==> src/rtl/serial_slice_alu.sv <==
// Multi-cycle 74181-style ALU: one SLICE-bit slice per clock, LSB slice first,
// with the inter-slice carry held in a register. Result committed with a one-cycle valid pulse.
module serial_slice_alu #(
  parameter int WIDTH = 8,
  parameter int SLICE = 2
) (
  input  logic             i_clk,
  input  logic             i_rst,
  input  logic             i_in_valid,
  output logic             o_in_ready,
  input  logic             i_m,
  input  logic [2:0]       i_s,
  input  logic [WIDTH-1:0] i_a,
  input  logic [WIDTH-1:0] i_b,
  input  logic             i_cin_n,
  output logic [WIDTH-1:0] o_f,
  output logic             o_cout_n,
  output logic             o_zero,
  output logic             o_out_valid
);

  localparam int NSLICE = WIDTH / SLICE;
  localparam int KW     = (NSLICE > 1) ? $clog2(NSLICE) : 1;

  typedef enum logic [1:0] {IDLE, RUN, DONE} state_t;

  state_t           r_state;
  state_t           w_next;
  logic             r_m;
  logic [2:0]       r_s;
  logic [WIDTH-1:0] r_a;
  logic [WIDTH-1:0] r_b;
  logic             r_carry;
  logic [KW-1:0]    r_k;
  logic [WIDTH-1:0] r_work;
  logic [WIDTH-1:0] r_f;
  logic             r_cout_n;
  logic             r_zero;

  logic             w_accept;
  logic             w_last;
  logic [SLICE-1:0] w_a_s;
  logic [SLICE-1:0] w_b_s;
  logic [SLICE-1:0] w_x;
  logic [SLICE-1:0] w_y;
  logic [SLICE:0]   w_sum;
  logic [SLICE-1:0] w_logic;
  logic [SLICE-1:0] w_slice;
  logic [WIDTH-1:0] w_work_next;

  assign w_accept    = i_in_valid && (r_state != RUN);
  assign w_last      = (r_k == KW'(NSLICE - 1));
  assign o_in_ready  = (r_state != RUN);
  assign o_out_valid = (r_state == DONE);
  assign o_f         = r_f;
  assign o_cout_n    = r_cout_n;
  assign o_zero      = r_zero;

  always_ff @(posedge i_clk or posedge i_rst) begin
    if (i_rst) r_state <= IDLE;
    else       r_state <= w_next;
  end

  always_comb begin
    w_next = r_state;
    case (r_state)
      IDLE:    if (w_accept) w_next = RUN;
      RUN:     if (w_last) w_next = DONE;
      DONE:    w_next = i_in_valid ? RUN : IDLE;
      default: w_next = IDLE;
    endcase
  end

  // Slice datapath: the arithmetic ops reduce to X + Y + carry on the selected slice.
  always_comb begin
    w_a_s = r_a[r_k*SLICE +: SLICE];
    w_b_s = r_b[r_k*SLICE +: SLICE];
    w_x   = w_a_s;
    w_y   = '0;
    case (r_s)
      3'b000: begin w_x = w_a_s;         w_y = '0;     end
      3'b001: begin w_x = w_a_s;         w_y = w_b_s;  end
      3'b010: begin w_x = w_a_s;         w_y = ~w_b_s; end
      3'b011: begin w_x = w_a_s;         w_y = w_a_s;  end
      3'b100: begin w_x = w_a_s;         w_y = '1;     end
      3'b101: begin w_x = w_b_s;         w_y = '0;     end
      3'b110: begin w_x = ~w_a_s;        w_y = w_b_s;  end
      default: begin w_x = w_a_s | w_b_s; w_y = '0;    end
    endcase
    w_sum = {1'b0, w_x} + {1'b0, w_y} + {{SLICE{1'b0}}, r_carry};

    case (r_s)
      3'b000: w_logic = ~w_a_s;
      3'b001: w_logic = ~(w_a_s | w_b_s);
      3'b010: w_logic = ~w_a_s & w_b_s;
      3'b011: w_logic = '0;
      3'b100: w_logic = ~(w_a_s & w_b_s);
      3'b101: w_logic = w_a_s ^ w_b_s;
      3'b110: w_logic = w_a_s & w_b_s;
      default: w_logic = w_a_s | w_b_s;
    endcase

    w_slice = r_m ? w_logic : w_sum[SLICE-1:0];
    w_work_next = r_work;
    w_work_next[r_k*SLICE +: SLICE] = w_slice;
  end

  always_ff @(posedge i_clk or posedge i_rst) begin
    if (i_rst) begin
      r_m      <= 1'b0;
      r_s      <= '0;
      r_a      <= '0;
      r_b      <= '0;
      r_carry  <= 1'b0;
      r_k      <= '0;
      r_work   <= '0;
      r_f      <= '0;
      r_cout_n <= 1'b1;
      r_zero   <= 1'b1;
    end else if (w_accept) begin
      r_m     <= i_m;
      r_s     <= i_s;
      r_a     <= i_a;
      r_b     <= i_b;
      r_carry <= ~i_cin_n;
      r_k     <= '0;
    end else if (r_state == RUN) begin
      r_work  <= w_work_next;
      r_carry <= w_sum[SLICE];
      // Index wraps to 0 after the last slice so it never points past the operand.
      r_k     <= w_last ? '0 : r_k + KW'(1);
      if (w_last) begin
        r_f      <= w_work_next;
        r_cout_n <= r_m ? 1'b1 : ~w_sum[SLICE];
        r_zero   <= (w_work_next == '0);
      end
    end
  end

endmodule

==> config.mk <==
export PLATFORM = sky130hd
export DESIGN_NAME = serial_slice_alu
export DESIGN_NICKNAME = d
export VERILOG_FILES = /design/src/rtl/serial_slice_alu.sv
export SDC_FILE = /design/constraint.sdc
export NUM_CORES = 1
export LEC_CHECK = 0
export CAP_MARGIN = 30
export CORE_AREA = 2 2 74 76
export CTS_CLUSTER_SIZE = 24
export DETAILED_ROUTE_END_ITERATION = 16
export DIE_AREA = 0 0 76 78
export PLACE_DENSITY = 0.74
export SKIP_CTS_REPAIR_TIMING = 1
export SYNTH_ARGS = -nofsm -noshare
export SYNTH_HDL_FRONTEND = slang
export SYNTH_SLANG_ARGS = --single-unit
==> constraint.sdc <==
create_clock -name i_clk -period 3.5 [get_ports i_clk]
set_clock_uncertainty 0.2 [all_clocks]
set_input_delay 1.05 -clock i_clk [delete_from_list [all_inputs] [get_ports i_clk]]
set_output_delay 1.05 -clock i_clk [all_outputs]
set_load 0.01 [all_outputs]
==> flow_summary.toml, run 1 <==
[synthesis]
synth_area_leader_cell = "dfrtp_1"
synth_async_sr_flop_share = 1.00
synth_area_leaders = "dfrtp_1, mux2_2, ha_1"
syn-num-nets = 261
synth_edf_count = 0
syn_area_um2 = 2420
synth_top_area_share = 0.424
yosysWarnings = 0
synthFlopType = "dfrtp_1"
syn_area_per_cell_um2 = 10.9
syn_inst = 223
ys_ff_latch = 43
ys_types = 39
ys_seq_area_frac = 0.445

[grt]
grt_start_max_net_pins = 44
antenna_found_initial = 0
grt_usage = 0.181
grt_pass1_wl_um = 8470
grt_pass1_vias = 1783
overflow = 0

[clock_tree]
numCtsBuffers = 5
clock_sinks = 43
cts_buffer_depth = 2
cts_tree = "built"
clk_pin_slew_ns = 0.08
clk_latency_ns = 0.30
cts_root_buf = "clkbuf_8"
cts_max_level = 2

[floorplanning]
start_util = 0.480
core-area_um2 = 5040
fp-row-count = 26
die_w_um = 76
ios = 36
die_y_um = 78
die_area_um2 = 5930

[setup_path]
cp.required_ns = 3.53
cp-start-kind = "register"
path_common_cell = "a22o_1"
critPathSlowestCell = "mux4_2"
critical_path_class = "register to register"
arrival_ns = 3.45
slowest_delay_ns = 0.54
path_cells = "mux4_2, inv_2, ha_4, nand2_2, o21ai_2, o21ai_1, a22o_1, fa_2, fa_1, nor2_2, a41oi_4, and2_4, a22o_1"
end_kind = "register"
worst-path-max-fanout = 4

[place]
io_buffers = 35
gp_congestion = 0.829
dp.cells = 330
dp.final_hpwl_um = 3600

[routing]
ant_nets = 0
drc_errors = 0
totalWireLength_um = 5040
drt_pass1_iterations = 4
via_count = 1848
detail_route.vias_per_cell = 5.40
drt_iter0_drc = 107
detail_route.wl_per_cell_um = 14.7

[layout]
drive_gt1_frac = 0.257
final_cells = 342
layout_common_cells = "dfrtp_1, clkdlybuf4s50_1, nand2_1"
syn_to_final_growth_pct = 27.1
nFillCells = 425
num_antenna_cells = 0
nNetsFinal = 309
layout_commonest_cell = "dfrtp_1"

[worst_hold_path]
hold_path.class = "register to register"

[power_and_ir_drop]
p_leak_nw = 1.34
ir_drop_v = 0.000528
p_per_area_nw_per_um2 = 1100

[timing]
fin_tns_setup_ns = 0
maxSlewViolCount = 0
max_freq_mhz = 293
min_period_ns = 3.41
worst_pin_slew_ns = 0.719
finalCritPeriodShare = 0.975
setup-violations-final = 0
max_slew_margin = 0.517
rsz0062_at_grt = "yes"
hold_violations = 0

[flow_run]
drv_cap = 0

[run_status]
outcome = "finished, final reports clean"
-- cell usage after synthesis, types with 3 or more instances --
master,instances
nand3_1,3
a21oi_1,9
clkbuf_1,9
nor2b_1,11
a22o_1,9
dfrtp_1,41
mux2_2,21
o21ai_0,16
ha_1,12
inv_1,12
nand2_1,26
o21ai_1,5
mux4_2,5
nor2_1,10
-- path summary, 6_finish.rpt --
check / start / to / slack [ns] / cells past startpoint
worst max-delay path: r_k[0] / r_work[7] / 0.09 / 13
worst min-delay path: o_cout_n / o_cout_n / 0.28 / 2
worst max register to register: r_k[0] / r_work[7] / 0.09 / 13
worst min register to register: o_cout_n / o_cout_n / 0.28 / 2
max in group asynchronous: i_rst / r_m / 1.73 / 3
min in group asynchronous: i_rst / o_f[0] / 0.98 / 3
-- worst max-delay path: cells and delay by family, from the launching register on --
| family | cells | cell delay [ns] |
|---|---|---|
| DFF | 1 | 0.43 |
| muxes | 1 | 0.54 |
| and+or+nand+nor | 3 | 0.33 |
| AOI/OAI and AO/OA | 5 | 0.74 |
| buffers and inverters | 1 | 0.10 |
| adders and majority gates | 3 | 1.01 |
-- layer usage --
metal	track usage	wire length, um	vias to the layer above
met5	0	0	-
met4	0.0636	88	0
met3	0.0337	218	7
met2	0.303	2440	47
met1	0.238	2290	899
li1	-	-	895
-- state kept, by name, indices dropped and copies added, names as in the netlist, 2 cells and up --
register,flops
o_f,8
r_work,8
r_s,3
r_k,2
r_a,8
r_state,2
r_b,8
-- power by group --
group | internal [W] | leakage [nW] | switching, W | total [W]
combinational | 0.00111 | 0.750 | 0.000997 | 0.00210
clock | 0.000161 | 0.0474 | 0.000180 | 0.000341
sequential | 0.000724 | 0.538 | 0.000218 | 0.000942
total | 0.00199 | 1.34 | 0.00139 | 0.00339
-- stage by stage --
stage / power (W) / hold WS [ns] / setup WS [ns] / util / instance area, um2
2_1_floorplan: 0.00231 / 0.248 / 0.00771 / - / 2440
3_3_place_gp: 0.00285 / 0.263 / 0.124 / 0.579 / 2920
3_5_place_dp: 0.00290 / 0.269 / 0.0710 / 0.579 / 2920
4_1_cts: 0.00326 / 0.283 / 0.00772 / 0.599 / 3020
5_1_grt: 0.00365 / 0.306 / -0.0480 / 0.610 / 3080
6_report: 0.00339 / 0.277 / 0.0869 / 0.610 / 3080
-- logic make-up after synthesis --
group	Yosys count	synth area share
adder cells (fa/ha/maj)	14	0.0786
AO/OA/AOI/OAI	52	0.152
multiplexers	27	0.148
XOR/XNOR	1	0.00362
AND/OR/NAND/NOR	64	0.134
flip-flops	43	0.445
buffers and inverters	22	0.0372
-- layout make-up --
class / instances / area (um2) / area share
clock buffers: 6 / 82.6 / 0.0268
clock inverters: 2 / 16.3 / 0.00529
inverters: 12 / 45.0 / 0.0146
multi-input cells: 158 / 1290 / 0.419
flip-flops and latches: 43 / 1080 / 0.351
well taps: 70 / 87.6 / 0.0285
repair buffers: 51 / 478 / 0.155
Power figures use the tool's default switching activity.
==> inputs of run 2 (changes only) <==
--- a/config.mk
+++ b/config.mk
@@ -8,7 +8,8 @@
 export CAP_MARGIN = 30
-export CORE_AREA = 2 2 74 76
+export CORE_AREA = 2 2 73 75
+export CTS_BUF_LIST = sky130_fd_sc_hd__clkbuf_8
 export CTS_CLUSTER_SIZE = 24
 export DETAILED_ROUTE_END_ITERATION = 16
-export DIE_AREA = 0 0 76 78
-export PLACE_DENSITY = 0.74
+export DIE_AREA = 0 0 75 77
+export PLACE_DENSITY = 0.76
 export SKIP_CTS_REPAIR_TIMING = 1
--- a/constraint.sdc
+++ b/constraint.sdc
@@ -4,2 +4,2 @@
 set_output_delay 1.05 -clock i_clk [all_outputs]
-set_load 0.01 [all_outputs]
+set_load 0.005 [all_outputs]
==> run 2 against run 1 <==
  * Utilization rose by 1.9 points
  * Non-clock buffer count rose by 4
  * Largest power group unchanged
  * First-iteration DRC count rose by 5.6%
  * Critical path type unchanged
  * Worst setup slack got worse by 0.058 ns
==> flow_summary.toml, run 2 (synthesis results as in run 1) <==
[layout]
utilization = 0.629
syn_to_final_growth_pct = 29.3
drive_gt1_frac = 0.261
layout_common_cells = "dfrtp_1, clkdlybuf4s50_1, nand2_1"
seq_area_um2 = 1080
num_antenna_cells = 0
layout_commonest_cell = "dfrtp_1"
nNetsFinal = 313
nFillCells = 401
multi_input_area_um2 = 1280

[timing]
max_freq_mhz = 288
rsz0062_at_grt = "yes"
setup-violations-final = 0
finalCritPeriodShare = 0.992
worst_pin_slew_ns = 0.648
max_slew_margin = 0.565
hold_violations = 0
min_period_ns = 3.47
maxSlewViolCount = 0
hold_slack_ns = 0.288

[worst_hold_path]
worstHoldEndpoint = "r_work[2]"
min-delay-start = "r_work[2]"
hold-path-cell-count = 2
hold_path.class = "register to register"

[setup_path]
worst-path-max-fanout = 7
path_delay_family = "adder cells"
critical_path_class = "register to register"
arrival_ns = 3.51
ff2ff_path_depth = 13
crit_buf_inv = 1
cp.required_ns = 3.53
cp-start-kind = "register"
end_kind = "register"
critPathSlowestCell = "mux4_2"
path_cells = "mux4_2, inv_4, ha_4, nand2_2, o21ai_1, o21ai_1, a22o_1, fa_2, fa_1, nor2_2, a41oi_4, and2_4, a22o_1"
worst-path-stages = 13
slowest_delay_ns = 0.56
r2r_slack_ns = 0.03
r2r-start = "r_k[0]"
rr_endpoint = "r_work[7]"

[run_status]
outcome = "finished, final reports clean"

[place]
gp_congestion = 0.800
io_buffers = 35
dp.final_hpwl_um = 3790

[routing]
drc_errors = 0
totalWireLength_um = 5220
detail_route.wl_per_cell_um = 15.1
ant_nets = 0
detail_route.vias_per_cell = 5.38
drt_pass1_iterations = 4
drt_iter0_drc = 113
via_count = 1861

[grt]
grt_pass1_vias = 1873
antenna_found_initial = 0
grt_start_max_net_pins = 44
grt_pass1_wl_um = 8890
grt_usage = 0.202
overflow = 0

[clock_tree]
cts_max_level = 2
clk_latency_ns = 0.29
cts_buffer_depth = 2
numCtsBuffers = 5
cts_root_buf = "clkbuf_8"
cts_tree = "built"
clk_pin_slew_ns = 0.08
clock_sinks = 43

[power_and_ir_drop]
pwr-share-clk = 0.129
power_frac_comb = 0.612
power_switching_w = 0.00138
sequentialPowerShare = 0.259
p_total_w = 0.00349
p_leak_nw = 1.37
internal_power_w = 0.00211
ir_drop_v = 0.000531
p_per_area_nw_per_um2 = 1120
swShare = 0.395

[flow_run]
drv_cap = 0

[floorplanning]
die_area_um2 = 5780
core-area_um2 = 4980
start_util = 0.486
die_w_um = 75
die_y_um = 77
fp-row-count = 26
ios = 36
[run 2: metrics by stage]
step                      cell area, um2  setup TNS, ns  cells  setup WS, ns
after global routing                3130         -0.667    346        -0.122
after detailed placement            2960         -0.131    335       -0.0435
after global placement              2960              0    335        0.0380
final                               3130              0    346        0.0287
after floorplan                     2440              0    223       0.00772
after CTS                           3090         -0.256    343       -0.0623
[run 2: routing by layer]
metal | part of all wire | track usage | wire [um]
met2 | 0.50 | 0.322 | 2620
met1 | 0.45 | 0.275 | 2350
met5 | 0 | 0 | 0
met3 | 0.035 | 0.0420 | 184
met4 | 0.014 | 0.0625 | 73
[run 2: area by class of cell]
type,count,area share
Timing Repair Buffer,55,0.160
Sequential cell,43,0.345
Clock inverter,3,0.0204
Inverter,12,0.0152
Clock buffer,5,0.0220
Tap cell,70,0.0280
Multi-Input combinational cell,158,0.409
[run 2: how the worst max path moves through the flow]
stage | start | to | slack [ns]
3_3_place_gp | r_k[0] | o_zero | 0.04
3_5_place_dp | r_k[0] | o_zero | -0.04
6_report | r_k[0] | r_work[7] | 0.03
5_1_grt | r_k[0] | r_work[7] | -0.12
4_1_cts | r_k[0] | o_zero | -0.06
2_1_floorplan | r_k[0] | o_zero | 0.008
[run 2: worst register-to-register path, cell delays in order (launching register included)]
cell,delay (ns)
dfrtp_2,0.41
mux4_2,0.56
inv_4,0.09
ha_4,0.14
nand2_2,0.05
o21ai_1,0.10
o21ai_1,0.08
a22o_1,0.20
fa_2,0.36
fa_1,0.50
nor2_2,0.05
a41oi_4,0.30
and2_4,0.24
a22o_1,0.14
[run 2: power groups by stage]
stage	clock network (W)	logic, W	registers (W)
2_1_floorplan	0	0.00143	0.000853
3_3_place_gp	0	0.00197	0.000903
3_5_place_dp	0	0.00202	0.000911
4_1_cts	0.000460	0.00204	0.000903
5_1_grt	0.000481	0.00235	0.000938
6_report	0.000449	0.00214	0.000907
